==> config.mk <==
export PLATFORM = sky130hd
export DESIGN_NAME = sreg_wb_arbiter
export DESIGN_NICKNAME = d
export VERILOG_FILES = /design/src/rtl/core_pkg.sv /design/src/rtl/sreg_scoreboard.sv /design/src/rtl/sreg_wb_arbiter.sv
export SDC_FILE = /design/constraint.sdc
export NUM_CORES = 1
export LEC_CHECK = 0
export CORE_MARGIN = 8
export CORE_UTILIZATION = 46
export CTS_BUF_LIST = sky130_fd_sc_hd__clkbuf_8
export DETAILED_ROUTE_END_ITERATION = 12
export GPL_TIMING_DRIVEN = 0
export HOLD_SLACK_MARGIN = 0.08
export PLACE_DENSITY = 0.95
export REMOVE_ABC_BUFFERS = 1
export SYNTH_ARGS = -nofsm -noshare
export SYNTH_HDL_FRONTEND = slang
export SYNTH_SLANG_ARGS = --single-unit
export TNS_END_PERCENT = 10
==> constraint.sdc <==
create_clock -name clk -period 3.6 [get_ports clk]
set_clock_uncertainty 0.2 [all_clocks]
set_input_delay 0.36 -clock clk [delete_from_list [all_inputs] [get_ports clk]]
set_output_delay 0.36 -clock clk [all_outputs]
set_load 0.02 [all_outputs]
==> src/rtl/core_pkg.sv <==
// rtl/core_pkg.sv - shared writeback types and register-file constants
package core_pkg;

    localparam int REG_ADDR_W = 5;
    localparam int NUM_SREGS  = 32;
    localparam int XLEN       = 32;

    typedef enum logic [1:0] {
        WB_NONE,
        WB_ALU,
        WB_LSU,
        WB_MDU
    } wb_src_e;

    typedef struct packed {
        logic                  valid;
        logic [REG_ADDR_W-1:0] rd;
        logic [XLEN-1:0]       data;
    } wb_req_t;

endpackage

==> src/rtl/sreg_scoreboard.sv <==
// rtl/sreg_scoreboard.sv - pending-destination bitmap with dup detection and rs query
//
// Ports:
//   clk, rst_n       clock, asynchronous active-low reset
//   set_i, set_rd_i  mark a destination as pending (issue of LSU/MDU op)
//   clr_i, clr_rd_i  retire a pending destination (LSU/MDU writeback grant)
//   rs1_i, rs2_i     decode-stage source queries
//   rs_busy_o        either source pending (from registered bitmap)
//   busy_vec_o       registered bitmap
//   dup_err_o        registered pulse: set hit an already-pending, uncleared bit
module sreg_scoreboard
    import core_pkg::*;
(
    input  logic                  clk,
    input  logic                  rst_n,
    input  logic                  set_i,
    input  logic [REG_ADDR_W-1:0] set_rd_i,
    input  logic                  clr_i,
    input  logic [REG_ADDR_W-1:0] clr_rd_i,
    input  logic [REG_ADDR_W-1:0] rs1_i,
    input  logic [REG_ADDR_W-1:0] rs2_i,
    output logic                  rs_busy_o,
    output logic [NUM_SREGS-1:0]  busy_vec_o,
    output logic                  dup_err_o
);

    logic [NUM_SREGS-1:0] busy_q;
    logic [NUM_SREGS-1:0] busy_d;
    logic [NUM_SREGS-1:0] set_mask;
    logic [NUM_SREGS-1:0] clr_mask;
    logic                 set_eff;
    logic                 dup_d;
    logic                 dup_q;

    always_comb begin
        // x0 is hardwired zero, so it can never be pending.
        set_eff  = set_i && (set_rd_i != '0);
        set_mask = '0;
        clr_mask = '0;
        if (set_eff) set_mask[set_rd_i] = 1'b1;
        if (clr_i)   clr_mask[clr_rd_i] = 1'b1;
        // Set is applied after clear so a same-cycle re-issue stays pending.
        busy_d = (busy_q & ~clr_mask) | set_mask;
        dup_d  = set_eff && busy_q[set_rd_i] && !(clr_i && (clr_rd_i == set_rd_i));
    end

    always_ff @(posedge clk or negedge rst_n) begin
        if (!rst_n) begin
            busy_q <= '0;
            dup_q  <= 1'b0;
        end else begin
            busy_q <= busy_d;
            dup_q  <= dup_d;
        end
    end

    // No bypass of a same-cycle clear: the registered write port plus the
    // regfile write-through already covers that cycle.
    assign rs_busy_o  = busy_q[rs1_i] | busy_q[rs2_i];
    assign busy_vec_o = busy_q;
    assign dup_err_o  = dup_q;

endmodule

==> src/rtl/sreg_wb_arbiter.sv <==
// rtl/sreg_wb_arbiter.sv - writeback arbiter merging ALU/LSU/MDU onto the regfile write port
//
// Ports:
//   clk, rst_n                    clock, asynchronous active-low reset
//   alu_/lsu_/mdu_ valid/ready    per-producer result handshake
//   alu_/lsu_/mdu_ rd/data        per-producer destination and result
//   busy_set_i, busy_rd_i         issue-stage dispatch of a long-latency op
//   rs1_addr_i, rs2_addr_i        decode-stage hazard query
//   rs_busy_o, busy_vec_o         scoreboard query result and bitmap
//   dup_err_o                     duplicate pending-destination pulse
//   regw_en_o, rd_addr_o, rd_data_o  registered regfile write port
module sreg_wb_arbiter
    import core_pkg::*;
#(
    parameter int DATA_WIDTH   = 32,
    parameter int STARVE_LIMIT = 4
) (
    input  logic                  clk,
    input  logic                  rst_n,
    input  logic                  alu_valid_i,
    output logic                  alu_ready_o,
    input  logic [4:0]            alu_rd_i,
    input  logic [DATA_WIDTH-1:0] alu_data_i,
    input  logic                  lsu_valid_i,
    output logic                  lsu_ready_o,
    input  logic [4:0]            lsu_rd_i,
    input  logic [DATA_WIDTH-1:0] lsu_data_i,
    input  logic                  mdu_valid_i,
    output logic                  mdu_ready_o,
    input  logic [4:0]            mdu_rd_i,
    input  logic [DATA_WIDTH-1:0] mdu_data_i,
    input  logic                  busy_set_i,
    input  logic [4:0]            busy_rd_i,
    input  logic [4:0]            rs1_addr_i,
    input  logic [4:0]            rs2_addr_i,
    output logic                  rs_busy_o,
    output logic [31:0]           busy_vec_o,
    output logic                  dup_err_o,
    output logic                  regw_en_o,
    output logic [4:0]            rd_addr_o,
    output logic [DATA_WIDTH-1:0] rd_data_o
);

    localparam int CNT_W = 4;

    logic [CNT_W-1:0] starve_cnt_q, starve_cnt_d;
    logic             starve_q, starve_d;
    logic             pref_lsu_q, pref_lsu_d;   // 1: LSU wins an LSU/MDU tie
    logic             alu_win;
    logic             slow_grant;
    wb_src_e          grant_src;
    wb_req_t          grant_req;

    // Readies are functions of valids and state only. ALU is ready unless
    // starved-out; LSU/MDU are ready unless the ALU takes the port or the
    // other slow producer holds round-robin priority.
    always_comb begin
        alu_win     = alu_valid_i && !starve_q;
        alu_ready_o = !starve_q;
        lsu_ready_o = !alu_win && (!mdu_valid_i || pref_lsu_q);
        mdu_ready_o = !alu_win && (!lsu_valid_i || !pref_lsu_q);

        grant_src = WB_NONE;
        grant_req = '0;
        if (alu_win) begin
            grant_src = WB_ALU;
            grant_req = '{valid: 1'b1, rd: alu_rd_i, data: alu_data_i};
        end else if (lsu_valid_i && lsu_ready_o) begin
            grant_src = WB_LSU;
            grant_req = '{valid: 1'b1, rd: lsu_rd_i, data: lsu_data_i};
        end else if (mdu_valid_i && mdu_ready_o) begin
            grant_src = WB_MDU;
            grant_req = '{valid: 1'b1, rd: mdu_rd_i, data: mdu_data_i};
        end
        slow_grant = (grant_src == WB_LSU) || (grant_src == WB_MDU);
    end

    always_comb begin
        starve_cnt_d = starve_cnt_q;
        starve_d     = starve_q;
        pref_lsu_d   = pref_lsu_q;

        if (slow_grant || (!lsu_valid_i && !mdu_valid_i)) begin
            starve_cnt_d = '0;
            starve_d     = 1'b0;
        end else if (grant_src == WB_ALU) begin
            // The flag blocks further ALU grants, so the counter cannot pass the limit.
            starve_cnt_d = starve_cnt_q + 1'b1;
            starve_d     = (starve_cnt_d == CNT_W'(STARVE_LIMIT));
        end

        if (grant_src == WB_LSU) pref_lsu_d = 1'b0;
        if (grant_src == WB_MDU) pref_lsu_d = 1'b1;
    end

    always_ff @(posedge clk or negedge rst_n) begin
        if (!rst_n) begin
            starve_cnt_q <= '0;
            starve_q     <= 1'b0;
            pref_lsu_q   <= 1'b1;
            regw_en_o    <= 1'b0;
            rd_addr_o    <= '0;
            rd_data_o    <= '0;
        end else begin
            starve_cnt_q <= starve_cnt_d;
            starve_q     <= starve_d;
            pref_lsu_q   <= pref_lsu_d;
            if (grant_req.valid) begin
                // x0 grants are consumed but never written.
                regw_en_o <= (grant_req.rd != '0);
                rd_addr_o <= grant_req.rd;
                rd_data_o <= grant_req.data;
            end else begin
                regw_en_o <= 1'b0;
            end
        end
    end

    sreg_scoreboard u_scoreboard (
        .clk        (clk),
        .rst_n      (rst_n),
        .set_i      (busy_set_i),
        .set_rd_i   (busy_rd_i),
        .clr_i      (slow_grant),
        .clr_rd_i   (grant_req.rd),
        .rs1_i      (rs1_addr_i),
        .rs2_i      (rs2_addr_i),
        .rs_busy_o  (rs_busy_o),
        .busy_vec_o (busy_vec_o),
        .dup_err_o  (dup_err_o)
    );

endmodule

==> impl.org <==
** Outcome
- The run finished with clean final reports.

** Clocking
- The cell sitting at the root of the clock tree is a sky130_fd_sc_hd__clkbuf_8.
- Num Clock Sinks :: 77
- In this run the deepest clock path goes through 2 buffers.
- Clock-pin slew was measured on the worst setup and hold paths at 0.08 ns.
- Clock H-tree levels :: 3
- TritonCTS clock tree :: yes
- Skew-Pair Late Insertion Delay :: 0.37 ns
- The number of clock buffers added by TritonCTS is 9.

** Setup path
- The setup path with the least slack is of type input pin to output pin.
- Depth of the most critical reg-to-reg path :: 6
- In this run the worst setup path begins at rs2_addr_i[1].
- CP max FO :: 8
- Data required time of the critical path :: 3.04 ns
- Capture instance of the worst register-to-register path :: u_scoreboard.busy_vec_o[8]
- Longest individual stage delay on the worst path :: 0.73 ns
- Traced cell by cell, the critical path runs through clkdlybuf4s50_1, mux4_2, mux4_2, mux2i_1, nand2_1, clkdlybuf4s50_1.
- The slowest stage of the critical path belongs to the cell sky130_fd_sc_hd__clkdlybuf4s50_1.
- In this run the register-to-register setup slack is 0.49 ns.
- Data arrives at the worst endpoint at 2.69 ns.
- STA classifies the critical path endpoint as an output pin.
- Reg2Reg Launch Point :: starve_q
- Critical path startpoint category :: input pin

** Die
- Horizontal extent of the die :: 114 um
- For this configuration, the core starts out at a cell density of 0.464.
- Floorplan core area :: 9550 sq um
- The die covers 13,000 sq um.
- Ports placed on the boundary :: 207
- In this run the core area contains 36 standard-cell rows.
- The die is 114 um tall.

** Route
- After the first detailed-routing iteration, the DRC count stood at 378.
- The count of nets left with antenna violations once routing finished came out at 0.
- After detailed routing, the number of remaining DRC violations is 0.
- Average wire per cell in the routed design :: 22.7 um
- The first detailed-routing pass took 8 iterations.
- The final layout contains routed wiring with a total length of 17,000 um.
- Vias after detailed routing :: 4,773
- In the routed layout, each cell is associated on average with a via count of 6.39.

** Power
- Dividing total power by cell area gives a power density of 461 nW/um^2.
- Cell internal pwr :: 0.00204 W
- Of the total power, the share spent switching nets is 0.348.
- Flop pwr share :: 0.383
- Leakage component of the power :: 2.62 nW
- Clock Power Share :: 0.225
- The share of total power dissipated in combinational logic is 0.392.
- Sw Pwr :: 0.00109 W
- IR Drop Worst-Case VDD :: 0.000214 V

** Logic synthesis
- Total standard cell area after synthesis :: 4430 sq um
- The synthesized design contains 0 enable-type register cells.
- Sequential element share of the synthesized area :: 0.435
- Netlist cell types :: 54
- For this run, the number of Yosys warnings is 0.
- Leading cell types by count after synthesis :: sky130_fd_sc_hd__dfrtp_1 (76), sky130_fd_sc_hd__o21ai_0 (52), sky130_fd_sc_hd__nor2_1 (41)
- Of the post-synthesis cell area, the dominant cell type holds 0.429.
- The most common cell in the synthesized netlist is sky130_fd_sc_hd__dfrtp_1.
- In the synthesized netlist, the number of instances is 424.
- In the synthesized netlist the async set-or-reset flop fraction comes to 1.00.
- Number of register bits inferred by synthesis :: 77
- Average footprint of a synthesized cell :: 10.5 sq um
- Post-synthesis cell type with the largest combined area :: sky130_fd_sc_hd__dfrtp_1
- Prevailing post-synth register cell :: sky130_fd_sc_hd__dfrtp_1
- Leading post-synthesis cells by cell area :: sky130_fd_sc_hd__dfrtp_1 (43%), sky130_fd_sc_hd__mux4_2 (13%), sky130_fd_sc_hd__o21ai_0 (5.9%)

** Global routing
- Total global routing track utilization :: 0.262
- Largest net degree at the start of global routing :: 80
- Via count of the first global-routing pass :: 5,038
- The first global-routing pass estimated 26,600 um of wire.
- Leftover overflow at the end of global routing :: 0
- Antenna violations before repair :: 0

** Placed design
- Placed cell count :: 730
- Prior to clock tree synthesis, the placed netlist has a worst setup slack of 0.0403 ns.
- Final estimated routing congestion in global placement :: 0.943
- Once detailed placement completed, the half-perimeter wirelength came to 12,800 um.
- In this run the tool buffered the top-level ports with 206 buffer cells.

** Layout
- Area grow syn2layout :: 53.2%
- 0 antenna diodes ended up in the layout.
- Fin nets :: 743
- Ratio of cells with drive above 1 in the final layout :: 0.0977
- Register area :: 1930 sq um
- Footprint of the multi-input gates :: 2340 sq um
- Non-filler instance count after layout :: 747
- Fill cell instance count of the final layout :: 694

** Worst hold path
- The min-delay analysis places its worst path in the category input pin to asynchronous set/reset pin.

** Timing
- Final count of pins violating max slew :: 0
- The count of final hold-check violations was 0.
- Measured against its own limit, the worst slew margin works out to 0.147.
- After layout, the minimum clock period comes to 3.25 ns.
- For the pin with the worst max-slew slack, the measured transition is 1.27 ns.
- Least setup slack across all paths after layout :: 0.354 ns
- Peak clock frequency supported by timing :: 308 MHz
- Setup repair after global routing left no endpoint under its margin.
- Of the available clock period, the critical path in the final layout requires 0.902.
- # setup viols final :: 0

** Job
- Max capacitance violation total :: 0
[critical path, delay by kind of cell]
family,cells,cell delay [ns]
buffers and inverters,2,1.27
multiplexers,3,0.99
AND/OR/NAND/NOR,1,0.06
[registers in the layout (all words and copies together), names as in the netlist]
| register | cells |
|---|---|
| rd_data_o | 32 |
| starve_q | 1 |
| rd_addr_o | 5 |
| u_scoreboard.busy_vec_o | 32 |
| u_scoreboard.dup_err_o | 1 |
| regw_en_o | 1 |
| pref_lsu_q | 1 |
| starve_cnt_q | 4 |
[power groups by stage]
stage | clock [W] | combinational, W | sequential [W]
4_1_cts | 0.000713 | 0.00123 | 0.00119
6_report | 0.000705 | 0.00123 | 0.00120
3_5_place_dp | 0 | 0.00122 | 0.00121
2_1_floorplan | 0 | 0.000418 | 0.00133
5_1_grt | 0.000752 | 0.00130 | 0.00122
3_3_place_gp | 0 | 0.00117 | 0.00119
[cell type report]
type,count,share of cell area
Timing Repair Buffer,209,0.313
Sequential cell,77,0.284
Clock inverter,4,0.00681
Inverter,6,0.00331
Multi-Input combinational cell,306,0.344
Tap cell,133,0.0245
Clock buffer,12,0.0243
[worst max path at each step]
stage | end | slack (ns) | cells past startpoint
after floorplan | u_scoreboard.busy_vec_o[8] | 1.07 | 6
after global placement | rd_data_o[17] | -0.67 | 1
after detailed placement | rs_busy_o | 0.04 | 6
after CTS | rs_busy_o | 0.03 | 6
after global routing | u_scoreboard.busy_vec_o[8] | 0.31 | 7
final | rs_busy_o | 0.35 | 6
[kinds of logic after synthesis]
kind of cell	after synthesis	synth area share
AO/OA/AOI/OAI	155	0.232
AND/OR/NAND/NOR	107	0.122
flip-flops	77	0.435
buffers and inverters	41	0.0387
multiplexers	35	0.153
XOR/XNOR	7	0.0138
adder cells (fa/ha/maj)	2	0.00564
[layout by cell type, fill, tap and decap left out, drive strengths merged, types with 5 or more instances in the layout]
| cell | n |
|---|---|
| a21oi | 23 |
| a221oi | 14 |
| a222oi | 18 |
| clkbuf | 12 |
| clkdlybuf4s50 | 203 |
| dfrtp | 76 |
| inv | 7 |
| mux2i | 7 |
| mux4 | 26 |
| nand2 | 15 |
| nand2b | 6 |
| nand3 | 12 |
| nor2 | 41 |
| nor3 | 7 |
| o21ai | 59 |
| o22ai | 14 |
| or2 | 6 |
| xnor2 | 5 |
[what timing repair did]
action,4_1_cts,5_1_grt
hold endpoints to repair,76,0
buffers inserted,0,0
gates resized for setup,0,2
hold buffers,1,0
endpoints found under the setup margin,0,1
[per-stage QoR]
step | utilization | hold slack, ns | TNS (ns) | instance area (sq um) | total power (W)
floorplan | - | -0.136 | 0 | 4290 | 0.00174
global placement | 0.682 | 0.288 | -55.81 | 6510 | 0.00237
detailed placement | 0.688 | -0.0214 | 0 | 6570 | 0.00243
CTS | 0.711 | 0.128 | 0 | 6790 | 0.00313
global route | 0.712 | 0.145 | 0 | 6800 | 0.00327
finish | 0.712 | 0.130 | 0 | 6800 | 0.00313
[routing by layer]
layer	vias to the layer above	global-route usage	wire length, um
met2	360	0.449	8450
met3	52	0.0918	2010
li1	2026	-	-
met4	0	0.128	610
met5	-	0	0
met1	2335	0.283	5900
Power figures use the tool's default switching activity.
